--- src/rtl/axis_result_packer.sv ---
// axis_result_packer: buffers 128-bit PPU result rows and streams each as two 64-bit AXI-Stream beats, TLAST on the tile's final beat.
// Optional: define AXIS_PACKER_STALL_CNT_EN to add the o_stall_cycles backpressure counter.
module axis_result_packer #(
  parameter int ROW_W = 128,
  parameter int DATA_W = 64,
  parameter int FIFO_DEPTH = 8,
  parameter int M_W = 10
) (
  input  logic              clk,
  input  logic              rst,
  input  logic              i_start,
  input  logic [M_W-1:0]    i_row_count,
  input  logic [ROW_W-1:0]  i_row_data,
  input  logic              i_row_valid,
  output logic              o_row_ready,
  output logic [DATA_W-1:0] axis_out_tdata,
  output logic              axis_out_tvalid,
  input  logic              axis_out_tready,
  output logic              axis_out_tlast,
  output logic              o_busy,
  output logic              o_done
`ifdef AXIS_PACKER_STALL_CNT_EN
  , output logic [31:0]     o_stall_cycles
`endif
);
  localparam int AW = $clog2(FIFO_DEPTH);
  typedef enum logic [1:0] {IDLE, RUN, DONE} state_t;
  state_t state, state_next;
  logic [M_W-1:0] count, rows_in, rows_out;
  logic [ROW_W-1:0] mem [FIFO_DEPTH];
  logic [AW-1:0] wr_ptr, rd_ptr;
  logic [AW:0] fill;
  logic [ROW_W-1:0] out_row;
  logic tvalid, phase;
  logic start_ok, fifo_full, fifo_empty, push, pop, hs, last_beat;
  assign start_ok = state == IDLE && i_start;
  assign fifo_full = fill == (AW+1)'(FIFO_DEPTH);
  assign fifo_empty = fill == '0;
  assign o_row_ready = state == RUN && !fifo_full && rows_in < count;
  assign push = i_row_valid && o_row_ready;
  assign hs = tvalid && axis_out_tready;
  assign last_beat = phase && rows_out == count - M_W'(1);
  // Reload on an empty register or on the second half's handshake, so rows stream without a bubble
  assign pop = state == RUN && !fifo_empty && (!tvalid || (hs && phase));
  assign axis_out_tvalid = tvalid;
  assign axis_out_tdata = phase ? out_row[ROW_W-1:DATA_W] : out_row[DATA_W-1:0];
  assign axis_out_tlast = tvalid && last_beat;
  assign o_busy = state == RUN;
  assign o_done = state == DONE;
  always_ff @(posedge clk) state <= rst ? IDLE : state_next;
  always_comb begin
    state_next = state;
    if (state == IDLE && i_start) state_next = i_row_count != '0 ? RUN : DONE;
    else if (state == RUN && hs && axis_out_tlast) state_next = DONE;
    else if (state == DONE) state_next = IDLE;
  end
  always_ff @(posedge clk) if (push) mem[wr_ptr] <= i_row_data;
  always_ff @(posedge clk) begin
    if (rst) begin
      count <= '0;
      rows_in <= '0;
      rows_out <= '0;
      wr_ptr <= '0;
      rd_ptr <= '0;
      fill <= '0;
      out_row <= '0;
      tvalid <= 1'b0;
      phase <= 1'b0;
    end else begin
      if (start_ok) begin
        count <= i_row_count;
        rows_in <= '0;
        rows_out <= '0;
      end
      if (push) begin
        wr_ptr <= wr_ptr + AW'(1);
        rows_in <= rows_in + M_W'(1);
      end
      if (pop) rd_ptr <= rd_ptr + AW'(1);
      fill <= fill + (AW+1)'(push) - (AW+1)'(pop);
      if (hs && phase) rows_out <= rows_out + M_W'(1);
      if (pop) begin
        out_row <= mem[rd_ptr];
        tvalid <= 1'b1;
        phase <= 1'b0;
      end else if (hs) begin
        tvalid <= !phase;
        phase <= !phase;
      end
    end
  end
`ifdef AXIS_PACKER_STALL_CNT_EN
  always_ff @(posedge clk) begin
    if (rst || start_ok) o_stall_cycles <= '0;
    else if (state == RUN && tvalid && !axis_out_tready && o_stall_cycles != '1) o_stall_cycles <= o_stall_cycles + 32'd1;
  end
`endif
endmodule
--- config.mk ---
export PLATFORM = sky130hd
export DESIGN_NAME = axis_result_packer
export DESIGN_NICKNAME = d
export VERILOG_FILES = /design/src/rtl/axis_result_packer.sv
export SDC_FILE = /design/constraint.sdc
export NUM_CORES = 1
export LEC_CHECK = 0
export CORE_MARGIN = 8
export CORE_UTILIZATION = 46
export CTS_CLUSTER_DIAMETER = 80
export DETAILED_ROUTE_END_ITERATION = 6
export GPL_TIMING_DRIVEN = 0
export PLACE_DENSITY_LB_ADDON = 0.1
export SYNTH_ARGS = -nofsm -noshare
export SYNTH_HDL_FRONTEND = slang
export SYNTH_SLANG_ARGS = --single-unit
--- constraint.sdc ---
create_clock -name clk -period 48.9 [get_ports clk]
set_clock_uncertainty 0.2 [all_clocks]
set_input_delay 12.225 -clock clk [delete_from_list [all_inputs] [get_ports clk]]
set_output_delay 12.225 -clock clk [all_outputs]
set_load 0.03 [all_outputs]
==> impl_metrics.env <==
export IMPL_synth_area_per_cell_sq_um=19.7
export IMPL_ys_ff_latch=1196
export IMPL_gp_routability_congestion=0.771
export IMPL_core_region_area_sq_um=98400
export IMPL_grt_max_degree=23
export IMPL_synth_area_leaders="edfxtp_1 (67%), mux4_2 (13%), dfxtp_1 (7.5%), mux2i_1 (2.8%), a211oi_1 (2.2%)"
export IMPL_dieHeight_um=331
export IMPL_cts_htree_levels=4
export IMPL_number_of_global_route_vias_before_repair=24900
export IMPL_hold_path_class="reg2reg"
export IMPL_crit_fanout=10
export IMPL_drive_gt1_frac=0.237
export IMPL_min_path_cells=2
export IMPL_cts_sink_count=1196
export IMPL_number_of_nets_in_the_layout=2967
export IMPL_cp_endpoint="axis_out_tdata[56]"
export IMPL_r2r_setup_slack_ns=44.17
export IMPL_floorplan_initialDensity=0.464
export IMPL_multi_input_area_sq_um=10900
export IMPL_report_final_hold_viol_count=0
export IMPL_floorplan_die_width_um=331
export IMPL_finish_cell_count_without_fillers=4202
export IMPL_io_pins=212
export IMPL_netlist_area_leader_share=0.673
export IMPL_cts_buffers=130
export IMPL_grt_overflow_total=0
export IMPL_ir_worst_vdd_mv=0.0340
export IMPL_tritoncts="done"
export IMPL_clk_pin_slew_worst_paths_ns=0.06
export IMPL_post_route_min_period_ns=16.36
export IMPL_slew_headroom=0.00857
export IMPL_cts_resized=0
export IMPL_reg2reg_to="mem[0][109]$_DFFE_PP_"
export IMPL_drt_first_iter_violations=1907
export IMPL_max_freq_mhz=61.1
export IMPL_via_count=23600
export IMPL_start_kind="register"
export IMPL_cts_hold_buf=0
export IMPL_crit_path_end_kind="output pin"
export IMPL_cell_count_after_synthesis=2321
export IMPL_cts_buffer_depth=3
export IMPL_fraction_of_the_yosys_area_taken_by_sequential_cells=0.748
export IMPL_setup_fix_bufs_post_cts=0
export IMPL_fin_setup_tns_ns=0
export IMPL_routed_wl_um=115000
export IMPL_row_count=115
export IMPL_run_status="complete, no violations"
export IMPL_antenna_violating_nets_post_route=0
export IMPL_dp_cells=3958
export IMPL_synthesis_nets=2485
export IMPL_fill_cell_count=7587
export IMPL_layout_area_seq_sq_um=34200
export IMPL_power_density_nw_per_um2=44.8
export IMPL_syn_cell_area_sq_um=45700
export IMPL_route_detailed_vias_per_inst=5.62
export IMPL_timing_setup_critical_path_class="reg2out"
export IMPL_io_buffers=210
export IMPL_post_route_worst_setup_slack_ns=32.54
export IMPL_drt_pass1_iterations=5
export IMPL_setup_worst_path_start="phase$_SDFFE_PP0P_"
export IMPL_leakage_nw=17.2
export IMPL_worst_r2r_cell_count=16
export IMPL_slew_violations=0
export IMPL_dpl_hpwl_um=81100
export IMPL_detail_route_drc_violations=0
export IMPL_worstMarginPinSlew_ns=1.49
export IMPL_post_drt_wl_per_cell_um=27.3
export IMPL_worstReg2RegStart="count[9]$_SDFFE_PP0P_"
export IMPL_yosys_area_top_type="edfxtp_1"
export IMPL_gr_usage_all_layers=0.211
export IMPL_ys_types=49
export IMPL_cap_viol_max_count=0
export IMPL_yosysWarningCount=0
export IMPL_die_area_sq_um=110000
export IMPL_grt_setup_unrepaired="no"
export IMPL_cts_root_buf="clkbuf_16"
export IMPL_layout_area_overhead_vs_synth_pct=20.3
export IMPL_report_final_setup_viol=0
export IMPL_grt_antenna_before_repair=19
export IMPL_critPathRequiredTime_ns=36.48
export IMPL_timing_final_crit_share=0.335
export IMPL_dp_slack_ns=32.31
export IMPL_grt_first_pass_wirelength_um=168000
export IMPL_cp_arrival_ns=3.94
export IMPL_clock_latency_late_sink_ns=0.71
## per-layer routing
metal / up-vias / track usage / wire (um)
met5: - / 0 / 80
met3: 176 / 0.0497 / 7880
li1: 10400 / - / -
met1: 12300 / 0.269 / 46100
met4: 12 / 0.0623 / 2850
met2: 673 / 0.360 / 57700
## metrics by stage
step	total power, mW	hold slack, ns	area [sq um]	utilization
2_1_floorplan	1.42	0.259	45700	-
3_3_place_gp	1.57	0.288	49400	0.502
3_5_place_dp	1.57	0.291	50900	0.517
4_1_cts	2.49	0.299	54900	0.558
5_1_grt	2.55	0.311	54900	0.558
6_report	2.46	0.300	55000	0.559
## layout make-up
| type | instances | area share |
|---|---|---|
| flip-flops and latches | 1196 | 0.622 |
| multi-input cells | 967 | 0.198 |
| clock buffers | 181 | 0.0661 |
| repair buffers | 350 | 0.0652 |
| well taps | 1287 | 0.0293 |
| plain buffers | 138 | 0.0103 |
| clock inverters | 51 | 0.00692 |
| inverters | 20 | 0.00137 |
| diodes | 12 | 0.000546 |
## Yosys cell counts (all sizes together)
cell type     n
xnor2         9
edfxtp     1024
nand4         2
clkbuf       89
mux2         69
or2           1
nor4          4
and2          4
a21oi        30
dfxtp       172
o21bai        1
buf          49
nand3        26
a22oi         1
xor2          6
or3           5
nor3          7
a211o         1
and4          1
nor2        165
o211ai        4
and3          5
nand2b        9
and4b         1
nor4b         2
mux4        256
inv          20
or4           4
a311oi        1
o31a          1
a21o          2
nand3b        2
o21ai         7
nand2        40
a211oi      135
o32ai         1
nor3b         4
nor2b         3
a21boi        1
a31oi         6
mux2i       129
a31o          1
ha           20
fa            1
## logic make-up after synthesis
| kind of cell | after synthesis | synth area share |
|---|---|---|
| mux | 454 | 0.171 |
| simple gates | 285 | 0.0276 |
| flops | 1196 | 0.748 |
| buf+inv | 158 | 0.0140 |
| compound gates | 192 | 0.0297 |
| xor+xnor | 15 | 0.00288 |
| fa+ha+maj | 21 | 0.00592 |
## power by group
part | internal, mW | switching, mW | total, mW
logic | 0.165 | 0.207 | 0.371
registers | 1.14 | 0.0249 | 1.17
clock network | 0.544 | 0.380 | 0.924
## worst min-delay path by stage
| stage | slack, ns | endpoint | startpoint |
|---|---|---|---|
| 2_1_floorplan | 0.26 | count[1]$_SDFFE_PP0P_ | count[1]$_SDFFE_PP0P_ |
| 3_3_place_gp | 0.29 | out_row[63]$_SDFFE_PP0P_ | out_row[63]$_SDFFE_PP0P_ |
| 3_5_place_dp | 0.29 | out_row[66]$_SDFFE_PP0P_ | out_row[66]$_SDFFE_PP0P_ |
| 4_1_cts | 0.30 | out_row[37]$_SDFFE_PP0P_ | out_row[37]$_SDFFE_PP0P_ |
| 5_1_grt | 0.31 | out_row[40]$_SDFFE_PP0P_ | out_row[40]$_SDFFE_PP0P_ |
| 6_report | 0.30 | out_row[21]$_SDFFE_PP0P_ | out_row[21]$_SDFFE_PP0P_ |
## placed cells by master, fill, tap and decap left out, drive strengths merged, types with 2 or more instances in the layout
| cell type | instances |
|---|---|
| edfxtp | 1024 |
| clkbuf | 270 |
| mux4 | 256 |
| clkdlybuf4s50 | 210 |
| buf | 189 |
| dfxtp | 172 |
| nor2 | 165 |
| a211oi | 135 |
| mux2i | 129 |
| mux2 | 69 |
| clkinv | 42 |
| nand2 | 40 |
| a21oi | 30 |
| nand3 | 26 |
| inv | 23 |
| ha | 20 |
| diode | 12 |
| nand2b | 9 |
| xnor2 | 9 |
| o21ai | 7 |
| nor3 | 7 |
| a31oi | 6 |
| xor2 | 6 |
| and3 | 5 |
| or3 | 5 |
| bufinv | 5 |
| and2 | 4 |
| or4 | 4 |
| o211ai | 4 |
| nor4 | 4 |
| nor3b | 4 |
| nor2b | 3 |
| a21o | 2 |
| nand4 | 2 |
| nor4b | 2 |
| nand3b | 2 |
## registers in the layout, indices dropped and copies added (netlist names)
| name | cells |
|---|---|
| mem | 1024 |
| out_row | 128 |
| count | 10 |
| rows_in | 10 |
| rows_out | 10 |
| fill | 4 |
| rd_ptr | 3 |
| wr_ptr | 3 |
| state | 2 |
| axis_out_tvalid | 1 |
| phase | 1 |
## worst max-delay path, stage by stage, from the launching register on
cell	delay, ns
dfxtp_1	0.30
clkbuf_1	0.29
clkbuf_1	0.80
clkbuf_1	0.67
mux2_2	0.41
clkdlybuf4s50_1	0.77
(Power assumes the default switching activity.)
